**src/rtl/ol_walker_pkg.sv**
```systemverilog
// rtl/ol_walker_pkg.sv - shared OPB decode constants and walker state encoding
// Purpose: object pointer block (OPB) field positions and type codes used by the
//          object-list walker, plus the walker state enum.
// Ports:   none (package pvr_ol_pkg)
package pvr_ol_pkg;

    // OPB type field, bits [31:29]. Strips are any code with bit 31 clear.
    localparam logic       OPB_STRIP      = 1'b0;
    localparam logic [2:0] OPB_TRI_ARRAY  = 3'b100;
    localparam logic [2:0] OPB_QUAD_ARRAY = 3'b101;
    localparam logic [2:0] OPB_RESERVED   = 3'b110;
    localparam logic [2:0] OPB_LINK       = 3'b111;

    // OPB bit positions
    localparam int OPB_TYPE_MSB  = 31;
    localparam int OPB_TYPE_LSB  = 29;
    localparam int OPB_EOL_BIT   = 28;
    localparam int OPB_PARAM_MSB = 20;
    localparam int OPB_LINK_MSB  = 23;
    localparam int OPB_LINK_LSB  = 2;

    // State codes kept as plain constants so legacy tools can decode dumps
    localparam logic [2:0] S_IDLE   = 3'd0;
    localparam logic [2:0] S_FETCH  = 3'd1;
    localparam logic [2:0] S_DECODE = 3'd2;
    localparam logic [2:0] S_ISSUE  = 3'd3;
    localparam logic [2:0] S_WAIT   = 3'd4;
    localparam logic [2:0] S_DONE   = 3'd5;

    typedef enum logic [2:0] {
        ST_IDLE   = S_IDLE,
        ST_FETCH  = S_FETCH,
        ST_DECODE = S_DECODE,
        ST_ISSUE  = S_ISSUE,
        ST_WAIT   = S_WAIT,
        ST_DONE   = S_DONE
    } ol_state_e;

endpackage

```
**src/rtl/ol_walker_if.sv**
```systemverilog
// rtl/ol_walker_if.sv - VRAM read and primitive handshake bundle for the OL walker
// Purpose: groups the walker's VRAM read port and its render/drawn handshake with
//          the downstream ISP parameter parser.
// Ports:   master - walker side (drives rd/addr/opb_word/poly_addr/render_poly)
//          slave  - VRAM + parser side (drives din/ack/poly_drawn)
interface ol_walker_if #(
    parameter int ADDR_W = 24
);
    logic              ol_vram_rd;
    logic [ADDR_W-1:0] ol_vram_addr;
    logic [31:0]       ol_vram_din;
    logic              ol_vram_ack;
    logic [31:0]       opb_word;
    logic [ADDR_W-1:0] poly_addr;
    logic              render_poly;
    logic              poly_drawn;

    modport master (
        output ol_vram_rd, ol_vram_addr, opb_word, poly_addr, render_poly,
        input  ol_vram_din, ol_vram_ack, poly_drawn
    );

    modport slave (
        input  ol_vram_rd, ol_vram_addr, opb_word, poly_addr, render_poly,
        output ol_vram_din, ol_vram_ack, poly_drawn
    );
endinterface

```
**src/rtl/ol_walker.sv**
```systemverilog
// rtl/ol_walker.sv - PVR ISP object-list walker for one tile
// Purpose: walks a tile's object list in VRAM, follows block links, stops at
//          end-of-list, and hands each primitive OPB word and its parameter
//          address to the ISP parameter parser one at a time.
// Ports:   clock, reset_n       system clock, async active-low reset
//          start, ol_addr       begin walking at ol_addr (bits [1:0] ignored)
//          param_base           parameter buffer base byte address
//          bus (master)         VRAM rd/addr/din/ack, opb_word/poly_addr/render_poly/poly_drawn
//          busy, list_done      walk in progress / one-cycle completion pulse
//          list_err             sticky runaway-list abort flag
//          prim_count           primitives issued, saturating (only with OL_PRIM_COUNT_EN)
module ol_walker
    import pvr_ol_pkg::*;
#(
    parameter int MAX_ENTRIES = 1024,
    parameter int ADDR_W      = 24
) (
    input  logic              clock,
    input  logic              reset_n,
    input  logic              start,
    input  logic [ADDR_W-1:0] ol_addr,
    input  logic [ADDR_W-1:0] param_base,
    ol_walker_if.master       bus,
    output logic              busy,
    output logic              list_done,
    output logic              list_err
`ifdef OL_PRIM_COUNT_EN
    ,
    output logic [15:0]       prim_count
`endif
);

    localparam int                CNT_W     = $clog2(MAX_ENTRIES + 1);
    localparam logic [CNT_W-1:0]  MAX_CNT   = CNT_W'(MAX_ENTRIES);
    localparam logic [ADDR_W-1:0] WORD_STEP = ADDR_W'(4);

    ol_state_e         r_state;
    logic [ADDR_W-1:0] r_cur_addr;
    logic [ADDR_W-1:0] r_poly_addr;
    logic [CNT_W-1:0]  r_entry_cnt;
    logic [31:0]       r_opb;
    logic              r_rd;
    logic              r_render;
    logic              r_busy;
    logic              r_done;
    logic              r_err;
    logic              r_drawn_seen;
`ifdef OL_PRIM_COUNT_EN
    logic [15:0]       r_prim_cnt;
`endif

    logic [2:0]        w_type;
    logic              w_eol;
    logic [ADDR_W-1:0] w_link_addr;
    logic [ADDR_W-1:0] w_poly_addr;
    logic [ADDR_W-1:0] w_start_addr;

    assign w_type       = r_opb[OPB_TYPE_MSB:OPB_TYPE_LSB];
    assign w_eol        = r_opb[OPB_EOL_BIT];
    assign w_link_addr  = ADDR_W'({r_opb[OPB_LINK_MSB:OPB_LINK_LSB], 2'b00});
    assign w_poly_addr  = param_base + ADDR_W'({r_opb[OPB_PARAM_MSB:0], 2'b00});
    assign w_start_addr = ol_addr & ~ADDR_W'(3);

    always_ff @(posedge clock or negedge reset_n) begin
        if (!reset_n) begin
            r_state      <= ST_IDLE;
            r_cur_addr   <= '0;
            r_poly_addr  <= '0;
            r_entry_cnt  <= '0;
            r_opb        <= '0;
            r_rd         <= 1'b0;
            r_render     <= 1'b0;
            r_busy       <= 1'b0;
            r_done       <= 1'b0;
            r_err        <= 1'b0;
            r_drawn_seen <= 1'b0;
`ifdef OL_PRIM_COUNT_EN
            r_prim_cnt   <= '0;
`endif
        end else begin
            r_render <= 1'b0;
            r_done   <= 1'b0;
            case (r_state)
                ST_IDLE: begin
                    if (start) begin
                        r_cur_addr  <= w_start_addr;
                        r_err       <= 1'b0;
                        r_entry_cnt <= '0;
                        r_busy      <= 1'b1;
                        r_rd        <= 1'b1;
                        r_state     <= ST_FETCH;
`ifdef OL_PRIM_COUNT_EN
                        r_prim_cnt  <= '0;
`endif
                    end
                end
                ST_FETCH: begin
                    // rd and addr stay put until the ack is sampled
                    if (bus.ol_vram_ack) begin
                        r_opb       <= bus.ol_vram_din;
                        r_rd        <= 1'b0;
                        r_entry_cnt <= r_entry_cnt + 1'b1;
                        r_state     <= ST_DECODE;
                    end
                end
                ST_DECODE: begin
                    // The runaway guard outranks whatever the word says,
                    // including an end-of-list link.
                    if (r_entry_cnt >= MAX_CNT) begin
                        r_err   <= 1'b1;
                        r_busy  <= 1'b0;
                        r_done  <= 1'b1;
                        r_state <= ST_DONE;
                    end else if (w_type == OPB_LINK) begin
                        if (w_eol) begin
                            r_busy  <= 1'b0;
                            r_done  <= 1'b1;
                            r_state <= ST_DONE;
                        end else begin
                            r_cur_addr <= w_link_addr;
                            r_rd       <= 1'b1;
                            r_state    <= ST_FETCH;
                        end
                    end else if (w_type == OPB_RESERVED) begin
                        r_cur_addr <= r_cur_addr + WORD_STEP;
                        r_rd       <= 1'b1;
                        r_state    <= ST_FETCH;
                    end else begin
                        // strip, triangle array or quad array
                        r_poly_addr  <= w_poly_addr;
                        r_render     <= 1'b1;
                        r_drawn_seen <= 1'b0;
                        r_cur_addr   <= r_cur_addr + WORD_STEP;
                        r_state      <= ST_ISSUE;
`ifdef OL_PRIM_COUNT_EN
                        if (r_prim_cnt != 16'hFFFF) begin
                            r_prim_cnt <= r_prim_cnt + 16'd1;
                        end
`endif
                    end
                end
                ST_ISSUE: begin
                    // A zero-latency parser may finish during the render pulse;
                    // remember it so WAIT leaves on its first cycle.
                    r_drawn_seen <= bus.poly_drawn;
                    r_state      <= ST_WAIT;
                end
                ST_WAIT: begin
                    if (bus.poly_drawn || r_drawn_seen) begin
                        r_drawn_seen <= 1'b0;
                        r_rd         <= 1'b1;
                        r_state      <= ST_FETCH;
                    end
                end
                ST_DONE: begin
                    r_state <= ST_IDLE;
                end
                default: begin
                    r_state <= ST_IDLE;
                end
            endcase
        end
    end

    assign bus.ol_vram_rd   = r_rd;
    assign bus.ol_vram_addr = r_cur_addr;
    assign bus.opb_word     = r_opb;
    assign bus.poly_addr    = r_poly_addr;
    assign bus.render_poly  = r_render;
    assign busy             = r_busy;
    assign list_done        = r_done;
    assign list_err         = r_err;
`ifdef OL_PRIM_COUNT_EN
    assign prim_count       = r_prim_cnt;
`endif

endmodule
```
**src/flat_wrapper.sv**
```systemverilog
// flat-port wrapper written by rule: the top's interface ports become plain ports
module ol_walker_flat import pvr_ol_pkg::*;
#(
    parameter int MAX_ENTRIES = 1024,
    parameter int ADDR_W      = 24
)
  (clock, reset_n, start, ol_addr, param_base, busy, list_done, list_err, bus_ol_vram_rd, bus_ol_vram_addr, bus_opb_word, bus_poly_addr, bus_render_poly, bus_ol_vram_din, bus_ol_vram_ack, bus_poly_drawn);
  ol_walker_if #(.ADDR_W(ADDR_W)) bus_i ();
  input  logic clock;
  input  logic reset_n;
  input  logic start;
  input  logic [ADDR_W-1:0] ol_addr;
  input  logic [ADDR_W-1:0] param_base;
  output logic busy;
  output logic list_done;
  output logic list_err;
  output wire logic [$bits(bus_i.ol_vram_rd)-1:0] bus_ol_vram_rd;
  output wire logic [$bits(bus_i.ol_vram_addr)-1:0] bus_ol_vram_addr;
  output wire logic [$bits(bus_i.opb_word)-1:0] bus_opb_word;
  output wire logic [$bits(bus_i.poly_addr)-1:0] bus_poly_addr;
  output wire logic [$bits(bus_i.render_poly)-1:0] bus_render_poly;
  input wire logic [$bits(bus_i.ol_vram_din)-1:0] bus_ol_vram_din;
  input wire logic [$bits(bus_i.ol_vram_ack)-1:0] bus_ol_vram_ack;
  input wire logic [$bits(bus_i.poly_drawn)-1:0] bus_poly_drawn;
  assign bus_ol_vram_rd = bus_i.ol_vram_rd;
  assign bus_ol_vram_addr = bus_i.ol_vram_addr;
  assign bus_opb_word = bus_i.opb_word;
  assign bus_poly_addr = bus_i.poly_addr;
  assign bus_render_poly = bus_i.render_poly;
  assign bus_i.ol_vram_din = bus_ol_vram_din;
  assign bus_i.ol_vram_ack = bus_ol_vram_ack;
  assign bus_i.poly_drawn = bus_poly_drawn;
  ol_walker #(.MAX_ENTRIES(MAX_ENTRIES), .ADDR_W(ADDR_W)) u_core (.clock(clock), .reset_n(reset_n), .start(start), .ol_addr(ol_addr), .param_base(param_base), .bus(bus_i), .busy(busy), .list_done(list_done), .list_err(list_err));
endmodule
```
**config.mk**
```make
export PLATFORM = sky130hd
export DESIGN_NAME = ol_walker_flat
export DESIGN_NICKNAME = d
export VERILOG_FILES = /design/src/rtl/ol_walker_pkg.sv /design/src/rtl/ol_walker_if.sv /design/src/rtl/ol_walker.sv /design/src/flat_wrapper.sv
export SDC_FILE = /design/constraint.sdc
export NUM_CORES = 1
export LEC_CHECK = 0
export CORE_ASPECT_RATIO = 2
export CORE_UTILIZATION = 52
export CTS_CLUSTER_SIZE = 24
export DETAILED_ROUTE_END_ITERATION = 10
export PLACE_DENSITY = 0.84
export SYNTH_ARGS = -nofsm -noshare
export SYNTH_HDL_FRONTEND = slang
export SYNTH_SLANG_ARGS = --single-unit
```
**constraint.sdc**
```tcl
create_clock -name clock -period 6.4 [get_ports clock]
set_input_delay 1.28 -clock clock [delete_from_list [all_inputs] [get_ports clock]]
set_output_delay 1.28 -clock clock [all_outputs]
set_load 0.05 [all_outputs]
```
==> qor_table.md <==
| Parameter | Value |
|---|---|
| Req. time, crit path | 6.61 ns |
| Clock network latency to the later pin of the worst-skew pair | 0.36 ns |
| Worst-case clock skew | 0.00749 ns |
| Worst setup path class | in2reg |
| WL/cell | 19.5 um |
| Hold crit path type | reg2reg |
| Clock tree sinks | 98 |
| Global route overflow | 0 |
| Die Width | 77.2 um |
| Part of the power in the clock network | 0.121 |
| Async set or reset register ratio after synthesis | 1.00 |
| HP Start | u_core.bus.poly_addr[14]$_DFFE_PN0P_ |
| Cell chosen for the clock root | clkbuf_16 |
| Layout-stage area growth over the synthesis result | 34.0% |
| Critical path capture point type | flip-flop |
| Top-area cell type share of the netlist area | 0.417 |
| Slowest cell delay on critical path | 0.75 ns |
| Share of cells above drive strength 1 | 0.0819 |
| Core area | 0.0109 mm^2 |
| Fraction of the yosys area taken by sequential cells | 0.417 |
| Last weighted congestion value of the routability-driven placer | 0.935 |
| Summed negative setup slack over all endpoints | 0 ns |
| Pre-CTS WS | 2.35 ns |
| Most frequent CP cell | nor2_1 |
| Vias in the first global route | 5872 |
| Boundary pin count | 170 |
| Initial cell density of the core | 0.537 |
| Number of I/O port buffers | 165 |
| Cell with the most instances after synthesis | dfrtp_1 |
| H-Tree Level Count | 3 |
| Reg2Reg Depth | 7 |
| Die outline area | 0.0118 mm^2 |
| Number of synthesized flops with an enable pin | 0 |
| Iter 0 DRT Violations | 430 |
| Biggest area contributors in the synthesized netlist | dfrtp_1 (42%), mux2_2 (6.1%), o21ai_0 (5.3%) |
| Maximum vdd drop | 0.373 mV |
| Routed via count divided by cell count | 6.26 |
| Outcome | finished clean |
| Via count | 5852 |
| Total design power | 0.00461 W |
| Detailed Place HPWL | 13700 um |
| Post-layout net count | 899 |
| Predominant post-synthesis flop cell | dfrtp_1 |
| Largest net degree at the start of global routing | 59 |
| Top achievable clock speed | 0.274 GHz |
| Final max-slew violation count | 0 |
| Drc violations | 0 |
| Launching point of the worst reg2reg path | u_core.r_state[2]$_DFFE_PN0P_ |
| Most instantiated cells after synthesis | dfrtp_1 (98), nand2_1 (72), o21ai_0 (62) |
| Share of total power consumed by net switching | 0.526 |
| Design internal power | 0.00219 W |
| Element type at the critical path start | primary input |
| Overall Global Routing Usage | 0.319 |
| Switch Pwr | 0.00243 W |
| Post-cts gate resize count | 0 |
| Clk buf depth | 2 |
| Synth unique cells | 69 |
| Leakage | 3.18 nW |
| Chip height | 152 um |
| Number of maximum-capacitance violations | 0 |
| Critical Path, Cell by Cell | clkdlybuf4s50_1 > nor4bb_4 > buf_4 > nand2_1 > nor2_1 > nand3_1 > xor2_1 > nor2_1 |
| Slew of the pin with the lowest slew margin | 1.16 ns |
| Total Wirelength | 18200 um |
| Crit path setup slack, layout | 2.75 ns |
| Initial antenna violation count | 1 |
| Final cycle utilization of the critical path | 0.570 |
| Post-CTS Setup Inserts | 0 |
| Number of buffers inserted during clock tree synthesis | 9 |
| Worst flop-to-flop path endpoint | u_core.r_entry_cnt[10]$_DFFE_PN0P_ |
| Power density over cell area | 586 mW/mm^2 |
| Post-synthesis average cell area | 9.15 um^2 |
| Hold Buf Count CTS | 0 |
| Unrepaired setup endpoints after global routing | false |
| Critical Path AT | 3.86 ns |
| Reg-to-reg setup timing slack | 3.55 ns |
| Combinational share of power | 0.610 |
| Cell area after placement | 0.00758 mm^2 |
| Worst Hold Path Cells | 2 |
| Clock tree from TritonCTS | yes |
| Count of TritonRoute iterations in the first routing pass | 5 |
| Number of warnings issued by yosys | 0 |
| Headroom to the max-slew limit | 0.224 |
| Final count of negative-setup-slack endpoints | 0 |
| Cell with the largest stage delay on the worst path | nor4bb_4 |
| Cell area after synthesis | 0.00588 mm^2 |
| Finished Cell Area | 0.00788 mm^2 |
| First-pass GRT wire length | 29200 um |
| Gate count after technology mapping | 642 |
| Clock-pin slew of the registers on the worst-case setup and hold paths | 0.07 ns |
| Peak fanout along the critical path | 33 |
| Post-synth top area cell | dfrtp_1 |
| Seq cells post-synth | 98 |
| Post-layout min period | 3.65 ns |
| Sequential cell fraction of total power | 0.269 |
| Standard-cell rows | 54 |
| Remaining antenna violation count after routing | 0 |
| Final Hold Violating Endpoints | 0 |
| End point of the worst hold path | u_core.bus.poly_addr[14]$_DFFE_PN0P_ |
==> stage by stage <==
step            util  std cells  hold WS (ns)
6_report       0.720        935         0.482
3_3_place_gp   0.693        918         0.463
5_1_grt        0.720        935         0.506
4_1_cts        0.719        934         0.485
3_5_place_dp   0.693        918         0.470
2_1_floorplan      -        643         0.456
==> sequential cells by signal, indices dropped and copies added (netlist names) <==
signal                   count
u_core.list_err              1
u_core.bus.render_poly       1
u_core.busy                  1
u_core.r_entry_cnt          11
u_core.bus.ol_vram_rd        1
u_core.list_done             1
u_core.bus.ol_vram_addr     22
u_core.bus.opb_word         32
u_core.r_drawn_seen          1
u_core.r_state               3
u_core.bus.poly_addr        24
==> worst max-delay path, delay by kind of cell <==
| kind | cells | cell delay [ns] |
|---|---|---|
| xor+xnor | 1 | 0.16 |
| buf+inv | 2 | 1.03 |
| simple gates | 5 | 1.38 |
==> area by class of cell <==
cell class	instances	area, um^2
multi-input combinational	495	3210
fill	848	3070
sequential	98	2450
timing repair buffer	170	1690
clock buffer	10	229
tap	140	175
clock inverter	6	65.1
inverter	15	56.3
antenna	1	2.50
==> cells by family (layout without fill, tap and decap cells) <==
kind of cell	count (synthesis)	after routing	share of synthesized area
XOR/XNOR	14	14	0.0209
multiplexers	35	35	0.0664
AND/OR/NAND/NOR	224	224	0.196
flip-flops	98	98	0.417
AO/OA/AOI/OAI	195	195	0.205
other	1	3	0.000638
adder cells (fa/ha/maj)	25	25	0.0545
buffers and inverters	50	201	0.0396
==> cells in the final DEF (no fill, tap or decap), types with 8 or more instances in the layout <==
cell,instances
clkbuf_16,9
nand4_1,10
dfrtp_1,98
o21ai_1,12
clkdlybuf4s50_1,164
ha_1,24
inv_1,15
xor2_1,10
nand2_1,72
nor4_1,8
a31oi_1,10
nor3_1,20
nor2_1,41
o21ai_0,62
mux2_2,32
nand3_1,30
a21oi_1,45
==> metal layers <==
| layer | vias up | GRT usage | wire length (um) |
|---|---|---|---|
| li1 | 2684 | - | - |
| met1 | 2830 | 0.325 | 5980 |
| met2 | 275 | 0.592 | 10200 |
| met3 | 63 | 0.0617 | 1130 |
| met4 | 0 | 0.179 | 909 |
| met5 | - | 0 | 0 |
==> how the worst max path moves through the flow <==
stage / to / cells after the start / start / slack (ns)
floorplan: u_core.bus.poly_addr[20]$_DFFE_PN0P_ / 9 / param_base[2] / 3.24
global placement: u_core.r_entry_cnt[10]$_DFFE_PN0P_ / 8 / bus_ol_vram_ack / 2.46
detailed placement: u_core.r_entry_cnt[10]$_DFFE_PN0P_ / 8 / bus_ol_vram_ack / 2.35
CTS: u_core.r_entry_cnt[10]$_DFFE_PN0P_ / 8 / bus_ol_vram_ack / 2.69
global route: u_core.r_entry_cnt[10]$_DFFE_PN0P_ / 8 / bus_ol_vram_ack / 2.56
finish: u_core.r_entry_cnt[10]$_DFFE_PN0P_ / 8 / bus_ol_vram_ack / 2.75
==> power groups by stage <==
stage	sequential, W	combinational, W	clock [W]
finish	0.00124	0.00282	0.000557
global placement	0.00122	0.00272	0
global route	0.00128	0.00298	0.000586
CTS	0.00123	0.00281	0.000556
floorplan	0.00201	0.00109	0
detailed placement	0.00124	0.00279	0
Power figures use the tool's default switching activity.
